File: src/rtl/req_arbiter.sv
// Four-requester arbiter with fixed-priority or round-robin selection.
// A grant is held until the winner signals done, drops its request, or
// reaches the hold-time limit, which releases it and pulses timeout.
module req_arbiter #(
    parameter int MAX_HOLD = 16
) (
    input  logic       clk,
    input  logic       rst,
    input  logic [3:0] req,
    input  logic       done,
    input  logic       rr_en,
    output logic [3:0] grant,
    output logic [1:0] grant_id,
    output logic       busy,
    output logic       timeout
);

    typedef enum logic {
        IDLE  = 1'b0,
        GRANT = 1'b1
    } state_t;

    // Last hold-counter value before a forced release.
    localparam logic [7:0] HOLD_LAST = 8'(MAX_HOLD - 1);

    state_t     state;
    state_t     state_next;
    logic [7:0] hold_cnt;
    logic [1:0] last_id;

    logic [1:0] start_id;
    logic [1:0] scan_id;
    logic [1:0] win_id;
    logic       win_found;
    logic       hit_limit;
    logic       release_now;

    logic [3:0] grant_next;
    logic [1:0] grant_id_next;
    logic       busy_next;
    logic       timeout_next;
    logic [7:0] hold_cnt_next;
    logic [1:0] last_id_next;

    // Scan requests downward with wrap-around from the mode-dependent start index; first set bit wins.
    always_comb begin
        start_id  = rr_en ? (last_id - 2'd1) : 2'd3;
        scan_id   = start_id;
        win_id    = 2'd0;
        win_found = 1'b0;
        for (int k = 0; k < 4; k++) begin
            scan_id = start_id - 2'(k);
            if (!win_found && req[scan_id]) begin
                win_id    = scan_id;
                win_found = 1'b1;
            end
        end
    end

    assign hit_limit   = (hold_cnt == HOLD_LAST);
    assign release_now = done || !req[grant_id] || hit_limit;

    // State register.
    always_ff @(posedge clk or posedge rst) begin
        if (rst) begin
            state <= IDLE;
        end else begin
            state <= state_next;
        end
    end

    // Next-state logic: arbitrate from IDLE, return to IDLE on any release condition.
    always_comb begin
        state_next = state;
        case (state)
            IDLE:    if (req != 4'b0000) state_next = GRANT;
            GRANT:   if (release_now)    state_next = IDLE;
            default: state_next = IDLE;
        endcase
    end

    // Next values of the registered outputs, hold counter and round-robin pointer.
    always_comb begin
        grant_next    = grant;
        grant_id_next = grant_id;
        busy_next     = busy;
        timeout_next  = 1'b0;
        hold_cnt_next = hold_cnt;
        last_id_next  = last_id;
        case (state)
            IDLE: begin
                if (req != 4'b0000) begin
                    grant_next    = 4'b0001 << win_id;
                    grant_id_next = win_id;
                    busy_next     = 1'b1;
                    hold_cnt_next = 8'd0;
                    last_id_next  = win_id;
                end
            end
            GRANT: begin
                if (release_now) begin
                    grant_next    = 4'b0000;
                    grant_id_next = 2'd0;
                    busy_next     = 1'b0;
                    timeout_next  = hit_limit;
                    hold_cnt_next = 8'd0;
                end else begin
                    hold_cnt_next = hold_cnt + 8'd1;
                end
            end
            default: begin
                grant_next    = 4'b0000;
                grant_id_next = 2'd0;
                busy_next     = 1'b0;
            end
        endcase
    end

    // Output and datapath registers; reset clears everything including the round-robin pointer.
    always_ff @(posedge clk or posedge rst) begin
        if (rst) begin
            grant    <= 4'b0000;
            grant_id <= 2'd0;
            busy     <= 1'b0;
            timeout  <= 1'b0;
            hold_cnt <= 8'd0;
            last_id  <= 2'd0;
        end else begin
            grant    <= grant_next;
            grant_id <= grant_id_next;
            busy     <= busy_next;
            timeout  <= timeout_next;
            hold_cnt <= hold_cnt_next;
            last_id  <= last_id_next;
        end
    end

endmodule

File: config.mk
export PLATFORM = sky130hd
export DESIGN_NAME = req_arbiter
export DESIGN_NICKNAME = d
export VERILOG_FILES = /design/src/rtl/req_arbiter.sv
export SDC_FILE = /design/constraint.sdc
export NUM_CORES = 1
export LEC_CHECK = 0
export BUFFER_PORTS_ARGS = -buffer_cell sky130_fd_sc_hd__clkbuf_2
export CORE_ASPECT_RATIO = 1.2
export CORE_MARGIN = 2
export CORE_UTILIZATION = 45
export DETAILED_ROUTE_END_ITERATION = 7
export SLEW_MARGIN = 20
export SYNTH_ARGS = -nofsm -noshare
export SYNTH_HDL_FRONTEND = slang
export SYNTH_SLANG_ARGS = --single-unit
File: constraint.sdc
create_clock -name clk -period 4 [get_ports clk]
set_clock_uncertainty 0.1 [all_clocks]
set_input_delay 0.8 -clock clk [delete_from_list [all_inputs] [get_ports clk]]
set_output_delay 0.8 -clock clk [all_outputs]
set_load 0.02 [all_outputs]
## Word level (Yosys, flattened, before mapping)

Index checks and enable logic that the tools add are counted.

| cells by class | value |
|---|---|
| shift operators | 1 |
| reduce and logical (&&, ||, !) cells | 12 |
| add/subtract/negate cells | 5 |
| div/mod/pow operators | 0 |
| multiply operators | 0 |
| equality and inequality tests | 3 |
| bitwise logic cells | 1 |
| $lt $le $gt $ge | 5 |
| muxes and demuxes | 35 |

Operator list:

| operator | count |
|---|---|
| 8-bit two-way mux | 2 |
| 8-bit one-hot mux with 2 select lines | 1 |
| 2-bit by 3-bit < comparator with 1-bit output (second input constant) | 5 |
| 1-bit two-way mux | 14 |
| 2-bit two-way mux | 7 |
| 1-bit binary-select mux with 2-bit select | 5 |
| 8-bit by 1-bit adder with 8-bit output (second input constant) | 1 |
| 8-bit by 4-bit == test with 1-bit output (second input constant) | 1 |
| 4-bit two-way mux | 2 |
| 4-bit one-hot mux with 2 select lines | 1 |
| 1-bit zero test | 4 |
| 1-bit one-hot mux with 2 select lines | 2 |
| 2-bit one-hot mux with 2 select lines | 1 |
| 2-bit AND reduction | 2 |
| 4-bit nonzero test | 1 |
| 1-bit by 2-bit << shifter with 4-bit output (first input constant) | 1 |
| 2-bit by 1-bit subtractor with 2-bit output (second input constant) | 2 |
| 2-bit subtractor (second input constant) | 2 |
| 1-bit logical AND | 3 |
| 1-bit logical OR | 2 |
| 2-bit by 1-bit inequality test with 1-bit output (second input constant) | 1 |
| 2-bit inequality test (second input constant) | 1 |
| 1-bit NOT | 1 |

| storage, ports and cells | value |
|---|---|
| output and inout port bits | 8 |
| RAM bits | 0 |
| memories | 0 |
| memory bits (read-only) | 0 |
| latch bits | 0 |
| word-level logic and storage cells | 69 |
| flip-flop bits (word level) | 19 |

## Longest topological paths before layout

Gate-level depths: netlist of run 1.

| depth | value |
|---|---|
| depth in word-level cells | 17 |
| mapped depth | 8 |

## Least setup slack after synthesis of run 1

Ideal clock, no wire load.

| path | value |
|---|---|
| kind | input -> register |
| start | input req[3] |
| end | register grant_id[0] |
| library setup time | 0.121 ns |
| slack | 1.732 ns |
| stages | 5 |
| buffers on the path | 1 |
| data arrival time | 2.047 ns |
| path through | clkbuf_8 -> mux4_2 -> nand4b_1 -> or2b_4 -> a22o_1 |

| between the ends | value |
|---|---|
| word-level cells in the longest chain between the ends | 14 |
| elaborated cells on any way between the ends | 32 |

Ends and longest elaborated chain:

| what | line | text |
|---|---|---|
| start, declared | 9 | `input logic [3:0] req,` |
| 1-bit binary-select mux with 2-bit select | 53 | `if (!win_found && req[scan_id]) begin` |
| 1-bit two-way mux (implied by the code) | 53 |  |
| 1-bit two-way mux | 53 |  |
| 1-bit zero test | 53 |  |
| 1-bit logical AND | 53 |  |
| 1-bit two-way mux | 53 |  |
| 1-bit zero test | 53 |  |
| 1-bit logical AND | 53 |  |
| 1-bit two-way mux | 53 |  |
| 1-bit zero test | 53 |  |
| 1-bit logical AND | 53 |  |
| 2-bit two-way mux | 53 |  |
| 2-bit two-way mux | 92 | `if (req != 4'b0000) begin` |
| 2-bit one-hot mux with 2 select lines | 90 | `case (state)` |
| end signal, assigned | 130 | `grant_id <= grant_id_next;` |
| end, declared | 13 | `output logic [1:0] grant_id,` |

Parallel ways exist; a longest one is shown, timed or not. The select of a mux whose other input is x is not followed.
A chain may end at the register's enable or synchronous reset.

## Worst setup path in the final report of run 1

| path | value |
|---|---|
| start | input req[3] |
| end | register hold_cnt[5] |

| between the ends | value |
|---|---|
| word-level cells in the longest chain between the ends | 7 |
| elaborated cells on any way between the ends | 9 |

Ends and longest elaborated chain:

| what | line | text |
|---|---|---|
| 1-bit binary-select mux with 2-bit select | 61 | `assign release_now = done \|\| !req[grant_id] \|\| hit_limit;` |
| 1-bit two-way mux (implied by the code) | 61 |  |
| 1-bit zero test | 61 |  |
| 1-bit logical OR (2 in a row) | 61 |  |
| 8-bit two-way mux | 101 | `if (release_now) begin` |
| 8-bit one-hot mux with 2 select lines | 90 |  |
| end signal, assigned | 133 | `hold_cnt <= hold_cnt_next;` |
| end, declared | 28 | `logic [7:0] hold_cnt;` |

Parallel ways exist; a longest one is shown, timed or not. The select of a mux whose other input is x is not followed.

==> reports/results.ini, run 1 <==
[routing]
drt-pass1-iter-count = 4
antenna_left = 0
totalWireLength_um = 2352
drc = 0
viasPerCell = 5.665
wire_per_inst_um = 13.84
vias = 963
drt_iter0_drc = 40

[synthesis]
syn_area_um2 = 1169
yosys.area.top_type = dfrtp_1
synth_area_leaders = dfrtp_1 41%, o21ai_0 6.9%, nand2_1 5.1%
synth-seq-cells = 19
synth_most_common_cell = dfrtp_1
yosysWarnings = 0
synth_nets = 133
ys_seq_area_frac = 0.4069
syn_inst = 124
syn_area_per_cell_um2 = 9.424
synth_cell_type_count = 44
synth_top_area_frac = 0.4069
synth-edff-count = 0
synth_ff_type = dfrtp_1
synth_common_cells = 19 x dfrtp_1, 16 x nand2_1, 16 x o21ai_0, 8 x nor2_1, 7 x a21oi_1
postSynth.asyncResetShare = 1.000

[floorplanning]
die_h_um = 59.83
die_w_um = 50.52
core_um2 = 2502
die_area_um2 = 3022
ios = 16
row_count = 20
start_util = 0.4670

[cells_and_area]
finish.utilization = 0.5010
multiInputGateArea_um2 = 623.1
fill_cells = 251
nNetsFinal = 147
finalNonFillerCells = 170
layout-drive-gt1-share = 0.2190
seqCellArea_um2 = 475.5
fin_area_um2 = 1254
n_antenna_cell = 0
syn_to_final_growth_pct = 7.280

[clock_tree]
cts_buffers = 3
clk_latency_ns = 0.30
post_cts_buffers = 0
cts_hold_buf = 0
clockBufferDepth = 2
cts_tree = built
cts.repair.resized = 0
cts_htree_levels = 1
root_buffer = clkbuf_4
cts_sinks = 19
clk_pin_slew_ns = 0.11

[placed_design]
place.gp.congestion = 0.8221
hpwlAfterDp_um = 1710
detailed_place.area_um2 = 1226
placed_cells = 166
port_buffers = 15

[grt]
grt_first_pass_wirelength_um = 4112
antenna_found_initial = 0
grt_use_total = 0.1768
grt_pass1_vias = 881
overflow = 0
grt_max_degree = 20

[pwr]
p_leak_nw = 0.6007
ir_worst_vdd_uv = 433.7
power.density_nw_per_um2 = 582.6

[run]
max-cap-violations = 0

[sta]
setup_viol = 0
max_freq_mhz = 422.3
max_slew_margin = 0.5138
setup-tns-final_ns = 0
fin_crit_ns = 2.368
period_share = 0.5920
finalMaxSlewViolations = 0
worst_pin_slew_ns = 0.7285
hold_viol = 0
rsz0062_at_grt = false

[critical_path]
cp-end-kind = flip-flop
path_class = in2reg
cp.arrival_ns = 2.52
crit_fanout = 14
crit_required_ns = 4.15
start_kind = input pin

[status]
status = complete, no violations

[worst_hold_path]
hold_path_class = reg2reg

==> power by group <==
group	internal, mW	leakage [nW]	switching (mW)
clock	0.0373	0.0177	0.0619
sequential	0.244	0.250	0.0671
combinational	0.141	0.333	0.180
total	0.422	0.601	0.309
==> layout make-up <==
cell class,count,share of cell area
multi-input cells,96,0.4970
inverters,3,0.008982
repair buffers,15,0.05988
flip-flops and latches,19,0.3792
clock buffers,3,0.01796
clock inverters,1,0.003992
well taps,33,0.03293
==> flip-flops by register name, indices dropped and copies added (netlist names) <==
signal	count
grant_id	2
state	1
grant	4
timeout	1
hold_cnt	8
last_id	2
busy	1
==> metrics by stage <==
stage	total power, mW	hold slack, ns	worst slack, ns
after floorplan	0.5701	0.3509	1.732
after global placement	0.6303	0.3666	1.333
after detailed placement	0.6362	0.3715	1.332
after CTS	0.7366	0.3971	1.639
after global routing	0.7873	0.4179	1.441
final	0.7304	0.3977	1.632
==> cells by family after synthesis <==
kind of cell,after synthesis,synth area share
AO/OA/AOI/OAI,38,0.2077
XOR/XNOR,1,0.007496
adder cells (fa/ha/maj),1,0.01070
buffers and inverters,9,0.05995
flip-flops,19,0.4069
multiplexers,6,0.06317
AND/OR/NAND/NOR,50,0.2441
==> worst paths after layout <==
| path | depth (start not counted) | end | slack [ns] | startpoint |
|---|---|---|---|---|
| setup / recovery | 5 | hold_cnt[5] | 1.63 | req[3] |
| hold / removal | 1 | busy | 0.40 | busy |
| setup reg to reg | 6 | hold_cnt[5] | 1.63 | hold_cnt[0] |
| hold reg to reg | 1 | busy | 0.40 | busy |
| max in group asynchronous | 2 | grant[1] | 2.86 | rst |
| min in group asynchronous | 2 | hold_cnt[0] | 0.48 | rst |
==> worst max-delay path: stages <==
cell and delay (ns):
clkbuf_2 0.21, mux4_2 0.27, nand4b_1 0.40, or4b_2 0.75, nand2_1 0.09
==> per-layer routing <==
layer,vias up,track usage,part of all wire
li1,480,-,-
met1,450,0.2556,0.49
met2,29,0.2688,0.45
met3,4,0.02250,0.041
met4,0,0.07336,0.011
met5,-,0,0
==> placed cells by master (no fill, tap or decap), types with 2 or more instances in the layout <==
master,count
dfrtp_1,19
nor3_1,2
clkbuf_2,15
mux2i_1,4
inv_1,3
and3_1,6
nor2_1,8
clkbuf_4,3
nand2_1,16
a211oi_1,3
a21oi_1,7
nand2b_1,3
nand3_1,2
nor4_1,2
o21ai_0,16
Power figures use the tool's default switching activity.
==> run 2, diff against run 1 <==
Settings changed: ABC_AREA set to 1.
Clock period 4 ns to 2.2 ns, I/O delays scaled along.
==> reports/results.ini, run 2 <==
[clock_tree]
root_buffer = clkbuf_4
clk_pin_slew_ns = 0.10
cts_sinks = 19
clk_latency_ns = 0.29
post_cts_buffers = 0
cts_tree = built
cts_htree_levels = 1
cts_buffers = 3
clockBufferDepth = 2
cts.repair.resized = 0
cts_hold_buf = 0

[placed_design]
hpwlAfterDp_um = 2157
port_buffers = 15
place.gp.congestion = 0.8193
placed_cells = 215

[sta]
hold_viol = 0
finalMaxSlewViolations = 0
setup_viol = 0
max_slew_margin = 0.5312
fin_crit_ns = 1.934
rsz0062_at_grt = false
setup-tns-final_ns = 0
worst_pin_slew_ns = 0.7024
period_share = 0.8793
max_freq_mhz = 517.0

[cells_and_area]
top_register = hold_cnt
multiInputGateArea_um2 = 691.9
layout-drive-gt1-share = 0.2595
layout_commonest_cell = nand2_1
most-common-layout-cells = 40 x nand2_1, 20 x nand3_1, 19 x inv_1, 19 x dfrtp_1, 15 x clkbuf_2
seqCellArea_um2 = 475.5
largest_reg_flops = 8
n_antenna_cell = 0
largest_registers = hold_cnt (8), grant (4)
syn_to_final_growth_pct = 10.47
fill_cells = 275
nNetsFinal = 195
finalNonFillerCells = 219

[critical_path]
cp-end-kind = flip-flop
crit_fanout = 13
crit_required_ns = 2.33
rr_worst_depth = 11
path_class = reg2reg
cp.arrival_ns = 2.07
worst_path_max_delay_cell = dfrtp_1
regToRegStartpoint = last_id[0]
crit_chain = nand2_2, nand2_2, nand2_2, clkinv_2, nand2_2, nand2_4, a21oi_1, nand2_2, nand2_1, nand3_1, nand2_1
cpPeakStageDelay_ns = 0.47
start_kind = flip-flop
reg2reg_to = grant[2]
r2r_setup_slack_ns = 0.27
path_common_cell = nand2_2

[synthesis]
synth_cell_type_count = 30
synth-seq-cells = 19
synth_ff_type = dfrtp_1
syn_area_per_cell_um2 = 7.582
syn_inst = 167
synth_most_common_cell = nand2_1
synth_top_area_frac = 0.3755
postSynth.asyncResetShare = 1.000
synth_nets = 176
synth-edff-count = 0
yosysWarnings = 0
ys_seq_area_frac = 0.3755
synth_area_leaders = dfrtp_1 38%, nand2_1 12%, nand3_1 7.9%
synth_common_cells = 40 x nand2_1, 20 x nand3_1, 19 x dfrtp_1, 19 x inv_1, 13 x nand2_2
yosys.area.top_type = dfrtp_1
syn_area_um2 = 1266

[pwr]
ir_worst_vdd_uv = 601.0
power.density_nw_per_um2 = 1117
p_total_mw = 1.563
pwr-share-clk = 0.108
p_seq_frac = 0.325
p_leak_nw = 0.7193
power.net_switching_mw = 0.7790
pwr-share-comb = 0.567
switching_share = 0.4983
p_int_mw = 0.7842

[floorplanning]
die_area_um2 = 3256
start_util = 0.4634
row_count = 21
ios = 16
core_um2 = 2733
die_w_um = 52.43
die_h_um = 62.11

[routing]
wire_per_inst_um = 12.04
vias = 1154
viasPerCell = 5.269
drt_iter0_drc = 17
antenna_left = 0
totalWireLength_um = 2636
drc = 0
drt-pass1-iter-count = 4

[grt]
grt_pass1_vias = 1138
grt_max_degree = 20
overflow = 0
grt_use_total = 0.1908
antenna_found_initial = 0
grt_first_pass_wirelength_um = 4871

[worst_hold_path]
hold_path_class = in2async

[run]
max-cap-violations = 0

[status]
status = complete, no violations

run 2: cell types whose count changed in the layout (fill, tap and decap cells not counted), moves of 11 or more:
cell and change:
o21ai_0 -11, nand2_1 +24, nand2_2 +13, inv_1 +16, nand3_1 +18
run 2: worst max path at each step:
| stage | depth (start not counted) | end | start |
|---|---|---|---|
| 2_1_floorplan | 12 | grant[2] | last_id[0] |
| 3_3_place_gp | 13 | grant[2] | rr_en |
| 3_5_place_dp | 13 | grant[2] | rr_en |
| 4_1_cts | 11 | grant[1] | last_id[0] |
| 5_1_grt | 10 | grant[3] | last_id[0] |
| 6_report | 11 | grant[2] | last_id[0] |
run 2: worst max-delay path: cells and delay by family (launching register included):
family	cells	cell delay, ns
AO/OA/AOI/OAI	1	0.19
buffers and inverters	1	0.11
flip-flops	1	0.47
AND/OR/NAND/NOR	9	1.02
run 2: logic make-up (layout without fill, tap and decap cells):
logic type | count (synthesis) | after routing | share of synthesized area
compound gates | 18 | 18 | 0.08300
flops | 19 | 19 | 0.3755
xor+xnor | 2 | 2 | 0.01384
fa+ha+maj | 1 | 1 | 0.009880
buf+inv | 24 | 42 | 0.07806
simple gates | 103 | 103 | 0.4397
run 2: power by group through the flow:
| stage | Combinational, mW | Clock, mW | Sequential, mW |
|---|---|---|---|
| finish | 0.886 | 0.169 | 0.508 |
| global placement | 0.873 | 0 | 0.512 |
| global route | 0.997 | 0.191 | 0.523 |
| detailed placement | 0.892 | 0 | 0.516 |
| floorplan | 0.659 | 0 | 0.553 |
| CTS | 0.896 | 0.176 | 0.508 |
run 2: per-stage QoR:
| stage | util | setup WS [ns] | hold WS (ns) | cell area, um^2 |
|---|---|---|---|---|
| finish | 0.5119 | 0.2656 | 0.1248 | 1399 |
| global route | 0.5119 | 0.1280 | 0.1941 | 1399 |
| CTS | 0.5119 | 0.2811 | 0.1511 | 1399 |
| detailed placement | 0.5023 | 0.1853 | 0.3631 | 1373 |
| global placement | 0.5023 | 0.2262 | 0.3585 | 1373 |
| floorplan | - | 0.6398 | 0.2911 | 1266 |
run 2: metal layers:
layer	global-route usage	part of all wire	routed length, um	vias to the layer above
met5	0	0	0	-
met4	0.05769	0.013	33	0
met3	0.01923	0.021	55	4
met2	0.3406	0.55	1459	12
met1	0.2342	0.41	1088	554
li1	-	-	-	584
run 2: area by class of cell:
type,instances,area share
inverters,23,0.06261
clock buffers,4,0.01878
multi-input cells,124,0.4946
flip-flops and latches,19,0.3399
well taps,34,0.03041
repair buffers,15,0.05367
